## src/rtl/ieee_pkg.sv

```systemverilog
// Shared IEEE-754 single-precision definitions.
// Used by int_to_ieee, ieee_round_rne and IEEE_adder.
//   i2f_state_t : int_to_ieee FSM states
//   ieee_sp_t   : packed {sign, exp, frac} single-precision word
package ieee_pkg;

   localparam int unsigned EXP_BIAS = 127;
   localparam int unsigned FRAC_W   = 23;
   localparam int unsigned EXP_W    = 8;

   typedef enum logic [1:0] {
      IDLE,
      NORM,
      ROUND,
      DONE
   } i2f_state_t;

   typedef struct packed {
      logic             sign;
      logic [EXP_W-1:0] exp;
      logic [FRAC_W-1:0] frac;
   } ieee_sp_t;

endpackage

```

## src/rtl/int_to_ieee_if.sv

```systemverilog
// Handshake bundle for int_to_ieee.
//   in_valid / in_ready / in_int                  : operand side
//   out_valid / out_ready / out_float / out_inexact : result side
// master = producer/consumer around the converter, slave = converter.
interface int_to_ieee_if;

   logic        in_valid;
   logic        in_ready;
   logic [31:0] in_int;
   logic        out_valid;
   logic        out_ready;
   logic [31:0] out_float;
   logic        out_inexact;

   modport master (
      output in_valid, in_int, out_ready,
      input  in_ready, out_valid, out_float, out_inexact
   );

   modport slave (
      input  in_valid, in_int, out_ready,
      output in_ready, out_valid, out_float, out_inexact
   );

endinterface

```

## src/rtl/ieee_round_rne.sv

```systemverilog
// Combinational round-to-nearest-even of a normalised mantissa.
//   frac_i    : 23-bit fraction (hidden bit excluded)
//   guard_i   : first discarded bit
//   sticky_i  : OR of all remaining discarded bits
//   exp_i     : biased exponent before rounding
//   frac_o    : rounded fraction
//   exp_o     : exponent, incremented when the mantissa overflows
//   inexact_o : any discarded bit was non-zero
module ieee_round_rne
   import ieee_pkg::*;
(
   input  logic [FRAC_W-1:0] frac_i,
   input  logic              guard_i,
   input  logic              sticky_i,
   input  logic [EXP_W-1:0]  exp_i,
   output logic [FRAC_W-1:0] frac_o,
   output logic [EXP_W-1:0]  exp_o,
   output logic              inexact_o
);

   logic            round_up;
   logic [FRAC_W:0] sum;

   always_comb begin
      // Ties go to the even neighbour: only round up on a tie if LSB is odd.
      round_up  = guard_i & (sticky_i | frac_i[0]);
      sum       = {1'b0, frac_i} + {{FRAC_W{1'b0}}, round_up};
      frac_o    = sum[FRAC_W-1:0];
      // Carry out means 1.111..1 rounded to 10.000..0: bump the exponent.
      exp_o     = exp_i + {{(EXP_W-1){1'b0}}, sum[FRAC_W]};
      inexact_o = guard_i | sticky_i;
   end

endmodule

```

## src/rtl/int_to_ieee.sv

```systemverilog
// Sequential 32-bit integer to IEEE-754 single converter.
// Iterative normalisation (one left shift per clock) then one RNE stage.
//   clk  : clock, rising edge
//   rstn : asynchronous active-low reset
//   bus  : int_to_ieee_if.slave handshake bundle (input and output sides)
//   SIGNED = 1 treats in_int as two's complement, 0 as unsigned.
module int_to_ieee
   import ieee_pkg::*;
#(
   parameter bit SIGNED = 1'b1
) (
   input  logic         clk,
   input  logic         rstn,
   int_to_ieee_if.slave bus
);

   i2f_state_t  state_q;
   logic [31:0] mag_q;
   logic [4:0]  exp_cnt_q;
   logic        sign_q;
   logic        in_ready_q;
   logic        out_valid_q;
   ieee_sp_t    out_float_q;
   logic        out_inexact_q;

   logic              in_neg_d;
   logic [31:0]       in_mag_d;
   logic [EXP_W-1:0]  exp_biased_d;
   logic [FRAC_W-1:0] frac_rnd;
   logic [EXP_W-1:0]  exp_rnd;
   logic              inexact_rnd;

   always_comb begin
      in_neg_d     = SIGNED & bus.in_int[31];
      in_mag_d     = in_neg_d ? (~bus.in_int + 32'd1) : bus.in_int;
      exp_biased_d = {3'b000, exp_cnt_q} + EXP_W'(EXP_BIAS);
   end

   ieee_round_rne u_round (
      .frac_i    (mag_q[30:8]),
      .guard_i   (mag_q[7]),
      .sticky_i  (|mag_q[6:0]),
      .exp_i     (exp_biased_d),
      .frac_o    (frac_rnd),
      .exp_o     (exp_rnd),
      .inexact_o (inexact_rnd)
   );

   always_ff @(posedge clk or negedge rstn) begin
      if (!rstn) begin
         state_q       <= IDLE;
         mag_q         <= '0;
         exp_cnt_q     <= '0;
         sign_q        <= 1'b0;
         in_ready_q    <= 1'b0;
         out_valid_q   <= 1'b0;
         out_float_q   <= '0;
         out_inexact_q <= 1'b0;
      end else begin
         case (state_q)
            IDLE: begin
               if (!in_ready_q) begin
                  in_ready_q <= 1'b1;
               end else if (bus.in_valid) begin
                  in_ready_q <= 1'b0;
                  sign_q     <= in_neg_d;
                  mag_q      <= in_mag_d;
                  exp_cnt_q  <= 5'd31;
                  // Zero skips NORM and passes through ROUND, which forces a
                  // zero word when mag[31] is clear; gives the 1-cycle latency.
                  state_q    <= (in_mag_d == '0) ? ROUND : NORM;
               end
            end
            NORM: begin
               if (mag_q[31]) begin
                  state_q <= ROUND;
               end else begin
                  mag_q     <= mag_q << 1;
                  exp_cnt_q <= exp_cnt_q - 5'd1;
               end
            end
            ROUND: begin
               if (mag_q[31]) begin
                  out_float_q   <= {sign_q, exp_rnd, frac_rnd};
                  out_inexact_q <= inexact_rnd;
               end else begin
                  out_float_q   <= '0;
                  out_inexact_q <= 1'b0;
               end
               out_valid_q <= 1'b1;
               state_q     <= DONE;
            end
            DONE: begin
               if (bus.out_ready) begin
                  out_valid_q <= 1'b0;
                  in_ready_q  <= 1'b1;
                  state_q     <= IDLE;
               end
            end
            default: state_q <= IDLE;
         endcase
      end
   end

   assign bus.in_ready    = in_ready_q;
   assign bus.out_valid   = out_valid_q;
   assign bus.out_float   = out_float_q;
   assign bus.out_inexact = out_inexact_q;

endmodule

```

## src/flat_wrapper.sv

```systemverilog
// flat-port wrapper written by rule: the top's interface ports become plain ports
module int_to_ieee_flat import ieee_pkg::*;
#(
   parameter bit SIGNED = 1'b1
)
  (clk, rstn, bus_in_valid, bus_in_int, bus_out_ready, bus_in_ready, bus_out_valid, bus_out_float, bus_out_inexact);
  int_to_ieee_if bus_i ();
  input  logic clk;
  input  logic rstn;
  input wire logic [$bits(bus_i.in_valid)-1:0] bus_in_valid;
  input wire logic [$bits(bus_i.in_int)-1:0] bus_in_int;
  input wire logic [$bits(bus_i.out_ready)-1:0] bus_out_ready;
  output wire logic [$bits(bus_i.in_ready)-1:0] bus_in_ready;
  output wire logic [$bits(bus_i.out_valid)-1:0] bus_out_valid;
  output wire logic [$bits(bus_i.out_float)-1:0] bus_out_float;
  output wire logic [$bits(bus_i.out_inexact)-1:0] bus_out_inexact;
  assign bus_i.in_valid = bus_in_valid;
  assign bus_i.in_int = bus_in_int;
  assign bus_i.out_ready = bus_out_ready;
  assign bus_in_ready = bus_i.in_ready;
  assign bus_out_valid = bus_i.out_valid;
  assign bus_out_float = bus_i.out_float;
  assign bus_out_inexact = bus_i.out_inexact;
  int_to_ieee #(.SIGNED(SIGNED)) u_core (.clk(clk), .rstn(rstn), .bus(bus_i));
endmodule
```

## config.mk

```make
export PLATFORM = sky130hd
export DESIGN_NAME = int_to_ieee_flat
export DESIGN_NICKNAME = d
export VERILOG_FILES = /design/src/rtl/ieee_pkg.sv /design/src/rtl/int_to_ieee_if.sv /design/src/rtl/ieee_round_rne.sv /design/src/rtl/int_to_ieee.sv /design/src/flat_wrapper.sv
export SDC_FILE = /design/constraint.sdc
export NUM_CORES = 1
export LEC_CHECK = 0
export ABC_CLOCK_PERIOD_IN_PS = 3580
export CORE_UTILIZATION = 45
export CTS_CLUSTER_SIZE = 12
export DETAILED_ROUTE_END_ITERATION = 10
export GPL_TIMING_DRIVEN = 0
export PLACE_DENSITY = 0.76
export SYNTH_ARGS = -nofsm -noshare
export SYNTH_HDL_FRONTEND = slang
export SYNTH_HIERARCHICAL = 1
export SYNTH_SLANG_ARGS = --single-unit
export TNS_END_PERCENT = 20
```

## constraint.sdc

```tcl
create_clock -name clk -period 3.58 [get_ports clk]
set_input_delay 1.074 -clock clk [delete_from_list [all_inputs] [get_ports clk]]
set_output_delay 1.074 -clock clk [all_outputs]
set_load 0.1 [all_outputs]
```

Word level (Yosys, flattened, before mapping)
Index checks and enable logic that the tools add are counted.
{"block": "totals", "ff_bits": 75, "in_bits": 36, "output_inout_bits": 35}
{"block": "classes", "n_addsub": 5, "n_eq_ne": 8, "n_mux": 23, "bitwise": 4, "n_reduce_logical": 12}
{"cell": "32-bit 2-to-1 mux", "n": 5}
{"cell": "32-bit one-hot mux with 2 select lines", "n": 1}
{"cell": "32-bit by 1-bit adder with 32-bit output (second input constant)", "n": 1}
{"cell": "32-bit logical NOT", "n": 1}
{"cell": "32-bit NOT", "n": 1}
{"cell": "23-bit by 1-bit adder with 24-bit output", "n": 1}
{"cell": "5-bit 2-to-1 mux", "n": 3}
{"cell": "2-bit 2-to-1 mux", "n": 5}
{"cell": "5-bit one-hot mux with 2 select lines", "n": 1}
{"cell": "5-bit by 7-bit adder with 8-bit output (second input constant)", "n": 1}
{"cell": "8-bit by 1-bit adder with 8-bit output", "n": 1}
{"cell": "2-bit one-hot mux with 4 select lines", "n": 1}
{"cell": "4-bit AND reduction", "n": 2}
{"cell": "7-bit OR reduction", "n": 1}
{"cell": "2-bit inequality test (second input constant)", "n": 3}
{"cell": "3-bit AND reduction", "n": 2}
{"cell": "2-bit nonzero test", "n": 3}
{"cell": "1-bit 2-to-1 mux", "n": 5}
{"cell": "5-bit by 1-bit subtractor with 5-bit output (second input constant)", "n": 1}
{"cell": "2-bit == test (second input constant)", "n": 2}
{"cell": "2-bit by 1-bit inequality test with 1-bit output (second input constant)", "n": 2}
{"cell": "1-bit one-hot mux with 2 select lines", "n": 2}
{"cell": "2-bit AND reduction", "n": 2}
{"cell": "2-bit by 1-bit == test with 1-bit output (second input constant)", "n": 1}
{"cell": "other kinds (3)", "n": 4}

Longest topological paths before layout
Gate-level depths: netlist of run 1.
{"block": "logic_depth", "ltp_word": 8, "ltp_mapped": 14, "ltp_nobuf": 14}

Modules after synthesis
Netlist of run 1, hierarchy kept.
{"mod": "int_to_ieee", "n_inst": 1, "cells_each": 547, "area_per_inst_um2": 4453.0}
{"mod": "ieee_round_rne", "n_inst": 1, "cells_each": 78, "area_per_inst_um2": 580.6}

Worst setup path before layout of run 1
Ideal clock, no wire load.
{"block": "synth_timing", "path_kind": "input to register", "start": "input port bus_in_int[0]", "end": "register u_core.state_q[0]", "setup_time_ps": 154, "t_arrival_ps": 3573, "path_slack_ps": -147, "cell_stages": 10, "cell_sequence": "inv_1 ha_1 or4b_2 nand4b_2 nor3_1 mux2_2 a31oi_1 or4_1 nor4_2 a211oi_1"}
{"block": "synth_between", "elab_chain_cells": 8}
{"item": "from (decl)", "line": "flat_wrapper.sv:11", "rtl": "input wire logic [$bits(bus_i.in_int)-1:0] bus_in_int;"}
{"item": "32-bit NOT", "line": "int_to_ieee.sv:35", "rtl": "in_mag_d = in_neg_d ? (~bus.in_int + 32'd1) : bus.in_int;"}
{"item": "32-bit by 1-bit adder with 32-bit output", "line": "int_to_ieee.sv:35"}
{"item": "32-bit 2-to-1 mux *", "line": "int_to_ieee.sv:35"}
{"item": "32-bit logical NOT *", "line": "int_to_ieee.sv:71", "rtl": "state_q <= (in_mag_d == '0) ? ROUND : NORM;"}
{"item": "2-bit 2-to-1 mux *", "line": "int_to_ieee.sv:71"}
{"item": "2-bit 2-to-1 mux *", "line": "int_to_ieee.sv:64", "rtl": "end else if (bus.in_valid) begin"}
{"item": "2-bit 2-to-1 mux *", "line": "int_to_ieee.sv:62", "rtl": "if (!in_ready_q) begin"}
{"item": "2-bit one-hot mux with 4 select lines *", "line": "int_to_ieee.sv:60", "rtl": "case (state_q)"}
{"item": "to (signal assigned)", "line": "int_to_ieee.sv:71"}
{"item": "to (decl)", "line": "int_to_ieee.sv:17", "rtl": "i2f_state_t state_q;"}
Every way passes the cells marked *; elsewhere a longest branch is shown, timed or not. The select of a mux whose other input is x is not followed.
A chain may end at the register's enable or synchronous reset.

Worst setup path in the final report of run 1
{"block": "layout_timing", "start": "input port bus_in_int[20]", "end": "register u_core.state_q[1]"}
Same word-level chain as after synthesis.

==> load_flow_metrics.sql, run 1 <==
INSERT INTO impl_metrics (metric_group, metric, value, unit) VALUES
('outcome', 'status', 'finished with violations', ''),
('outcome', 'failed_checks', 'setup timing', ''),
('route', 'detail_route.wl_per_cell', '15.3', 'um'),
('yosys', 'yosysWarnings', '6', ''),
('final_layout', 'final_core_utilization', '59.5', '%'),
('worst_setup_path', 'path_buf_inv', '1', ''),
('final_layout', 'antenna_cells', '0', ''),
('worst_hold_path', 'holdCritPathClass', 'reg2reg', ''),
('worst_hold_path', 'hold_path_end', 'u_core/bus.out_float[25]', ''),
('global_routing', 'track_usage', '24.0', '%'),
('worst_hold_path', 'worstHoldPathCells', '2', ''),
('clocking', 'cts_sinks', '75', ''),
('pwr', 'clock_power_share', '12.2', '%'),
('timing', 'finalHoldViolations', '0', ''),
('global_routing', 'grt_antenna_before_repair', '0', ''),
('yosys', 'muxShareOfSynthArea', '1.52', '%'),
('worst_setup_path', 'cpPeakStageDelay', '540', 'ps'),
('pwr', 'p_int', '0.00237', 'W'),
('placed_design', 'gp_congestion', '0.921', ''),
('clocking', 'postCtsHoldBufs', '0', ''),
('pwr', 'share_of_total_power_consumed_by_net_switching', '55.2', '%'),
('worst_setup_path', 'critical_path.startpoint_type', 'input pin', ''),
('timing', 'finalMaxSlewViolations', '0', ''),
('worst_setup_path', 'r2r_cells', '10', ''),
('worst_setup_path', 'crit_path_cell_trace', 'clkdlybuf4s15_2 > or3_4 > or3_4 > or4_4 > o31ai_4 > a32oi_2 > or4_4 > nor4_4 > a311o_1', ''),
('yosys', 'synth_sequential_area_ratio', '37.3', '%'),
('yosys', 'yosys.cell_types.count', '56', ''),
('global_routing', 'pin_count_of_the_biggest_net_entering_global_routing', '76', ''),
('clocking', 'cts-root-to-sink-buffers', '2', ''),
('timing', 'rsz_0062_raised_after_global_routing', 'true', ''),
('yosys', 'post_synth_fa_ha_maj_area_fraction', '2.49', '%'),
('timing', 'setup_viol', '2', ''),
('worst_setup_path', 'worst_path_max_delay_cell', 'or4_4', ''),
('pwr', 'p_comb_share', '58.9', '%'),
('pwr', 'seq_power_share', '28.9', '%'),
('floorplan', 'start_util', '46.2', '%'),
('pwr', 'power_leakage', '2.75', 'nW'),
('timing', 'max_freq', '276', 'MHz'),
('route', 'postRouteAntennaNets', '0', ''),
('placed_design', 'dp_slack', '-1030', 'ps'),
('pwr', 'pwr_density_cell', '818', 'nW/um^2'),
('yosys', 'postSynthRegisterBits', '75', ''),
('global_routing', 'gr-total-overflow', '0', ''),
('yosys', 'netlist_instances', '625', ''),
('yosys', 'syn-cell-area', '5030', 'um^2'),
('yosys', 'synth-edff-count', '0', ''),
('clocking', 'clock_edge_transition_at_the_registers_on_the_reported_setup_and_hold_paths', '80', 'ps'),
('final_layout', 'layout-drive-gt1-share', '14.6', '%'),
('job', 'max_cap_violations', '0', ''),
('worst_setup_path', 'r2r_setup_slack', '600', 'ps'),
('worst_setup_path', 'crit_arrival', '3920', 'ps'),
('timing', 'final.setup.worst_slack', '-43.9', 'ps'),
('placed_design', 'port_buffers', '66', ''),
('worst_setup_path', 'worst-endpoint-required', '3880', 'ps'),
('worst_setup_path', 'timing.critical_path.max_delay_family', 'simple AND/OR/NAND/NOR gates', ''),
('yosys', 'postSynth.asyncResetShare', '100', '%'),
('yosys', 'post_synth_and_or_nand_nor_area_fraction', '24.7', '%'),
('yosys', 'main_combinational_cell_family_by_area_after_synthesis', 'simple AND/OR/NAND/NOR gates', ''),
('clocking', 'cts_tree', 'built', ''),
('final_layout', 'flow.area_growth_from_synthesis', '28.7', '%'),
('placed_design', 'dp.final_hpwl', '9790', 'um'),
('pwr', 'highest_ir_drop_seen_on_vdd', '0.000746', 'V'),
('clocking', 'cts_root_buf', 'clkbuf_8', ''),
('route', 'totalWireLength', '13500', 'um'),
('clocking', 'cts-buffers-inserted', '9', ''),
('clocking', 'worst_skew_pair.late_latency', '360', 'ps'),
('yosys', 'xor_and_xnor_fraction_of_the_mapped_netlist_area', '10.1', '%'),
('worst_setup_path', 'worst-setup-path-type', 'in2reg', ''),
('worst_setup_path', 'worst-path-max-fanout', '7', ''),
('timing', 'worst_slew_margin_rel', '34.5', '%'),
('global_routing', 'wire_length_of_the_first_global_routing_pass', '21900', 'um');
cells in the mapped netlist, types with 2 or more instances:
master / number / share of area [%]
mux2_2: 5 / 1.1
nand3_1: 49 / 4.9
buf_1: 5 / 0.37
o41ai_1: 3 / 0.52
a32oi_1: 3 / 0.52
mux2i_1: 2 / 0.40
or4_1: 5 / 0.75
o21ai_0: 76 / 7.6
xnor2_1: 23 / 4.0
nand2_1: 58 / 4.3
nor3_1: 12 / 1.2
o21a_1: 2 / 0.30
or3_4: 3 / 0.67
nor4b_1: 2 / 0.35
clkbuf_1: 28 / 2.1
dfrtp_1: 75 / 37
buf_2: 4 / 0.40
a32o_1: 2 / 0.40
or2_2: 3 / 0.37
a21oi_1: 37 / 3.7
o31ai_1: 10 / 1.5
ha_1: 10 / 2.5
and2_1: 5 / 0.62
a22oi_1: 3 / 0.45
nand4_1: 10 / 1.2
and3_1: 3 / 0.37
or3_1: 3 / 0.37
inv_1: 52 / 3.9
a211oi_1: 2 / 0.30
nor2b_1: 3 / 0.37
xor2_1: 35 / 6.1
and4_1: 5 / 0.87
nor4_1: 6 / 0.75
a31oi_1: 3 / 0.37
nor2_1: 56 / 4.2
or4_4: 2 / 0.45
cells in the final DEF, fill, tap and decap left out, types with 32 or more instances in the layout:
cell type | Yosys | final
xor2_1 | 35 | 34
dfrtp_1 | 75 | 75
clkdlybuf4s50_1 | 0 | 47
nor2_1 | 56 | 55
nand3_1 | 49 | 49
inv_1 | 52 | 50
buf_4 | 0 | 32
o21ai_0 | 76 | 74
a21oi_1 | 37 | 37
nand2_1 | 58 | 58
worst reg2reg max path: cells and delay by family, from the launching register on:
kind | cells | cell delay [ps]
compound gates | 2 | 620
fa+ha+maj | 1 | 190
buf+inv | 2 | 290
flops | 1 | 380
simple gates | 5 | 1450
worst max path at each step:
stage	end	start
floorplan	u_core/state_q[0]	bus_in_int[7]
global placement	u_core/mag_q[24]	rstn
detailed placement	u_core/state_q[0]	bus_in_int[0]
CTS	u_core/state_q[1]	bus_in_int[12]
global route	u_core/state_q[1]	bus_in_int[20]
finish	u_core/state_q[1]	bus_in_int[20]
sequential cells by signal (all words and copies together) (netlist names):
name and count:
u_core/state_q 2, u_core/bus.out_inexact 1, u_core/bus.out_float 32, u_core/bus.in_ready 1, u_core/sign_q 1, u_core/bus.out_valid 1, u_core/mag_q 32, u_core/exp_cnt_q 5
stage by stage:
step                      setup TNS [ps]  cell area (um^2)  std cells  total power, W  hold slack, ps
after CTS                              0              6430        876         0.00529             522
after global routing                -221              6480        879         0.00563             547
after global placement            -84270              5890        831         0.00451             493
after detailed placement           -9710              5890        831         0.00459             505
final                              -65.7              6480        879         0.00530             522
after floorplan                     -231              5050        625         0.00378             472
power groups by stage:
stage	Clock, W	Combinational, W	Sequential (W)
floorplan	0	0.00110	0.00268
global placement	0	0.00299	0.00152
detailed placement	0	0.00305	0.00154
CTS	0.000659	0.00310	0.00153
global route	0.000702	0.00335	0.00158
finish	0.000648	0.00312	0.00153
layer usage:
layer | part of all wire, % | up-vias | track usage (%)
li1 | - | 2386 | -
met1 | 46 | 2362 | 31.5
met2 | 46 | 166 | 38.2
met3 | 4.0 | 37 | 3.09
met4 | 3.9 | 0 | 13.1
met5 | 0 | - | 0
cell type report:
class                   instances  area, um^2
inverters                      52         195
clock buffers                  11         141
repair buffers                 98         867
multi-input cells             461        3000
well taps                     140         175
flip-flops and latches         75        1880
clock inverters                 5        52.6
fillers                       967        4410
plain buffers                  37         168
timing repair:
item                                   in CTS  in global routing
setup buffers                              29                  3
pin swaps                                  19                 10
setup endpoints to repair                   9                 13
endpoints found under the hold margin       0                  0
resized for setup                          66                 18
kinds of logic (layout without fill, tap and decap cells):
group                      count (synthesis)  in the layout
adders and majority gates                 10             10
AOI/OAI and AO/OA                        149            149
and+or+nand+nor                          237            237
buffers and inverters                     89            203
DFF                                       75             75
muxes                                      7              7
xor gates and xnor gates                  58             58
(Power assumes the default switching activity.)
==> run 2: changes to the inputs <==
--- a/config.mk
+++ b/config.mk
@@ -6,11 +6,12 @@
 export NUM_CORES = 1
 export LEC_CHECK = 0
 export ABC_CLOCK_PERIOD_IN_PS = 3580
-export CORE_UTILIZATION = 45
+export CORE_UTILIZATION = 55
 export CTS_CLUSTER_SIZE = 12
 export DETAILED_ROUTE_END_ITERATION = 10
+export GPL_ROUTABILITY_DRIVEN = 0
 export GPL_TIMING_DRIVEN = 0
-export PLACE_DENSITY = 0.76
+export PLACE_DENSITY = 0.88
 export SYNTH_ARGS = -nofsm -noshare
 export SYNTH_HDL_FRONTEND = slang
 export SYNTH_HIERARCHICAL = 1
==> load_flow_metrics.sql, run 2 (same netlist as run 1, synthesis figures left out) <==
INSERT INTO impl_metrics (metric_group, metric, value, unit) VALUES
('outcome', 'status', 'finished with violations', ''),
('outcome', 'failed_checks', 'DRC, setup timing', ''),
('clocking', 'cts_tree', 'built', ''),
('timing', 'tightest_slew', '980', 'ps'),
('clocking', 'postCtsHoldBufs', '0', ''),
('timing', 'clock_skew', '7.10', 'ps'),
('floorplan', 'fp.dieH', '97.7', 'um'),
('clocking', 'cts-buffers-inserted', '9', ''),
('pwr', 'pwr_density_cell', '843', 'nW/um^2'),
('pwr', 'highest_ir_drop_seen_on_vdd', '0.000402', 'V'),
('route', 'detail_route.wl_per_cell', '16.4', 'um'),
('worst_setup_path', 'crit_path_cell_trace', 'buf_2 > nor4_4 > nand4_1 > buf_4 > buf_4 > buf_4 > o21ai_0 > xor2_1 > nand4_1 > or4_4 > nor4_4 > a311o_1', ''),
('timing', 'max_freq', '273', 'MHz'),
('final_layout', 'final_cell_mix', '75 x o21ai_0, 75 x dfrtp_1, 58 x nand2_1', ''),
('worst_setup_path', 'r2r_cells', '10', ''),
('global_routing', 'first_global_vias', '4731', ''),
('final_layout', 'layout.cells.non_filler', '848', ''),
('worst_setup_path', 'cpMostUsedCell', 'buf_4', ''),
('placed_design', 'dp_slack', '-983', 'ps'),
('floorplan', 'fp_rows', '34', ''),
('worst_setup_path', 'r2r_setup_slack', '480', 'ps'),
('timing', 'final.setup.worst_slack', '-76.4', 'ps'),
('worst_setup_path', 'worst-path-max-fanout', '8', ''),
('final_layout', 'seqCellArea', '1880', 'um^2'),
('timing', 'worst_slew_margin_rel', '34.5', '%'),
('worst_setup_path', 'critical_path.startpoint_type', 'input pin', ''),
('final_layout', 'layout-drive-gt1-share', '15.9', '%'),
('global_routing', 'gr-total-overflow', '0', ''),
('pwr', 'total_power', '0.00549', 'W'),
('final_layout', 'fin_nets', '783', ''),
('final_layout', 'antenna_cells', '0', ''),
('worst_setup_path', 'timing.critical_path.from', 'bus_in_int[7]', ''),
('clocking', 'htreeDepth', '3', ''),
('final_layout', 'multi_input_comb_area', '3000', 'um^2'),
('placed_design', 'dp_cells', '799', ''),
('route', 'drt_iter0_drc', '367', ''),
('worst_setup_path', 'worst-setup-path-type', 'in2reg', ''),
('route', 'postRouteAntennaNets', '0', ''),
('route', 'dr.pass1.iters', '8', ''),
('timing', 'finalCriticalPeriod', '3660', 'ps'),
('route', 'vias_per_cell', '6.10', ''),
('timing', 'finalHoldViolations', '0', ''),
('clocking', 'cts_sinks', '75', ''),
('pwr', 'power_leakage', '2.81', 'nW'),
('worst_setup_path', 'critical_path_endpoint', 'u_core/state_q[1]', ''),
('worst_setup_path', 'worst_path_max_delay_cell', 'or4_4', ''),
('worst_setup_path', 'worst-endpoint-required', '3870', 'ps'),
('route', 'totalWireLength', '13900', 'um'),
('route', 'route.vias.total', '5170', ''),
('floorplan', 'core-area', '8810', 'um^2'),
('final_layout', 'fillerInstances', '632', ''),
('worst_setup_path', 'crit-reg2reg-capture', 'u_core/state_q[1]', ''),
('global_routing', 'pin_count_of_the_biggest_net_entering_global_routing', '76', ''),
('clocking', 'cts_root_buf', 'clkbuf_8', ''),
('timing', 'post_route_fraction_of_the_period_consumed_by_the_critical_path', '102', '%'),
('clocking', 'worst_skew_pair.late_latency', '350', 'ps'),
('floorplan', 'die_outline_area', '9540', 'um^2'),
('global_routing', 'track_usage', '28.1', '%'),
('final_layout', 'layout.cell_area.non_filler', '6510', 'um^2'),
('timing', 'rsz_0062_raised_after_global_routing', 'true', ''),
('worst_hold_path', 'holdCritPathClass', 'reg2reg', ''),
('timing', 'setup_viol', '2', ''),
('final_layout', 'flow.area_growth_from_synthesis', '29.4', '%'),
('route', 'remaining_drc_errors', '8', ''),
('clocking', 'cts-root-to-sink-buffers', '2', ''),
('worst_setup_path', 'worstReg2RegStart', 'u_core/state_q[1]', ''),
('floorplan', 'pin_count', '71', ''),
('clocking', 'clock_edge_transition_at_the_registers_on_the_reported_setup_and_hold_paths', '80', 'ps'),
('placed_design', 'port_buffers', '66', ''),
('placed_design', 'placed_area', '5850', 'um^2'),
('job', 'max_cap_violations', '0', ''),
('floorplan', 'die_w', '97.7', 'um'),
('floorplan', 'start_util', '57.2', '%'),
('global_routing', 'wire_length_of_the_first_global_routing_pass', '21600', 'um'),
('placed_design', 'dp.final_hpwl', '9450', 'um'),
('worst_setup_path', 'kind_of_end_point_of_the_critical_path', 'flop', ''),
('global_routing', 'grt_antenna_before_repair', '0', ''),
('worst_setup_path', 'crit_arrival', '3940', 'ps'),
('timing', 'finalMaxSlewViolations', '0', ''),
('worst_setup_path', 'cpPeakStageDelay', '450', 'ps');
run 2: worst min-delay path by stage:
stage / slack (ps) / endpoint / depth (start not counted) / start
after CTS: 520 / u_core/mag_q[3] / 2 / u_core/mag_q[3]
after floorplan: 470 / u_core/mag_q[3] / 2 / u_core/mag_q[3]
after global routing: 550 / u_core/bus.out_float[29] / 2 / u_core/bus.out_float[29]
after detailed placement: 500 / u_core/mag_q[3] / 2 / u_core/mag_q[3]
final: 520 / u_core/mag_q[3] / 2 / u_core/mag_q[3]
after global placement: 490 / u_core/mag_q[6] / 2 / u_core/mag_q[6]
run 2: what timing repair did:
action | in CTS | in global routing
gates resized for setup | 54 | 64
endpoints found under the setup margin | 9 | 3
buffers inserted | 21 | 14
endpoints found under the hold margin | 0 | 0
pin swaps | 18 | 20
run 2: worst max-delay path: cells and delay by family:
kind	cells	cell delay, ps
buffers and inverters	4	650
XOR/XNOR	1	340
AO/OA/AOI/OAI	2	450
AND/OR/NAND/NOR	5	1410
run 2: layout make-up:
class	count	share of cell area, %
Sequential cell	75	28.8
Timing Repair Buffer	101	13.7
Inverter	52	3.00
Tap cell	108	2.08
Buffer	37	2.54
Multi-Input combinational cell	461	46.0
Clock inverter	5	1.96
Clock buffer	9	1.90
run 2: per-stage QoR:
stage               hold slack, ps  setup TNS [ps]  util (%)
floorplan                      472            -231         -
global placement               491          -79600      66.4
detailed placement             504           -9430      66.4
CTS                            523           -34.8      72.1
global route                   550            -282      73.9
finish                         524            -146      73.9
run 2: layer usage:
layer / up-vias / wire length, um / track usage (%)
met1: 2429 / 5700 / 35.2
met4: 0 / 461 / 11.7
met3: 46 / 1010 / 3.88
li1: 2405 / - / -
met2: 290 / 6710 / 48.6
met5: - / 0 / 0
run 2: report_power, final:
part / internal, W / switching, W
sequential: 0.00120 / 0.000328
clock: 0.000526 / 0.000302
combinational: 0.000833 / 0.00230
total: 0.00256 / 0.00293
==> run 3: changes to the inputs <==
--- a/config.mk
+++ b/config.mk
@@ -7,7 +7,6 @@
 export LEC_CHECK = 0
 export ABC_CLOCK_PERIOD_IN_PS = 3580
 export CORE_UTILIZATION = 55
-export CTS_CLUSTER_SIZE = 12
 export DETAILED_ROUTE_END_ITERATION = 10
 export GPL_ROUTABILITY_DRIVEN = 0
 export GPL_TIMING_DRIVEN = 0
==> results of run 3 <==
Final layout, timing and power as in run 2 (identical DEF).
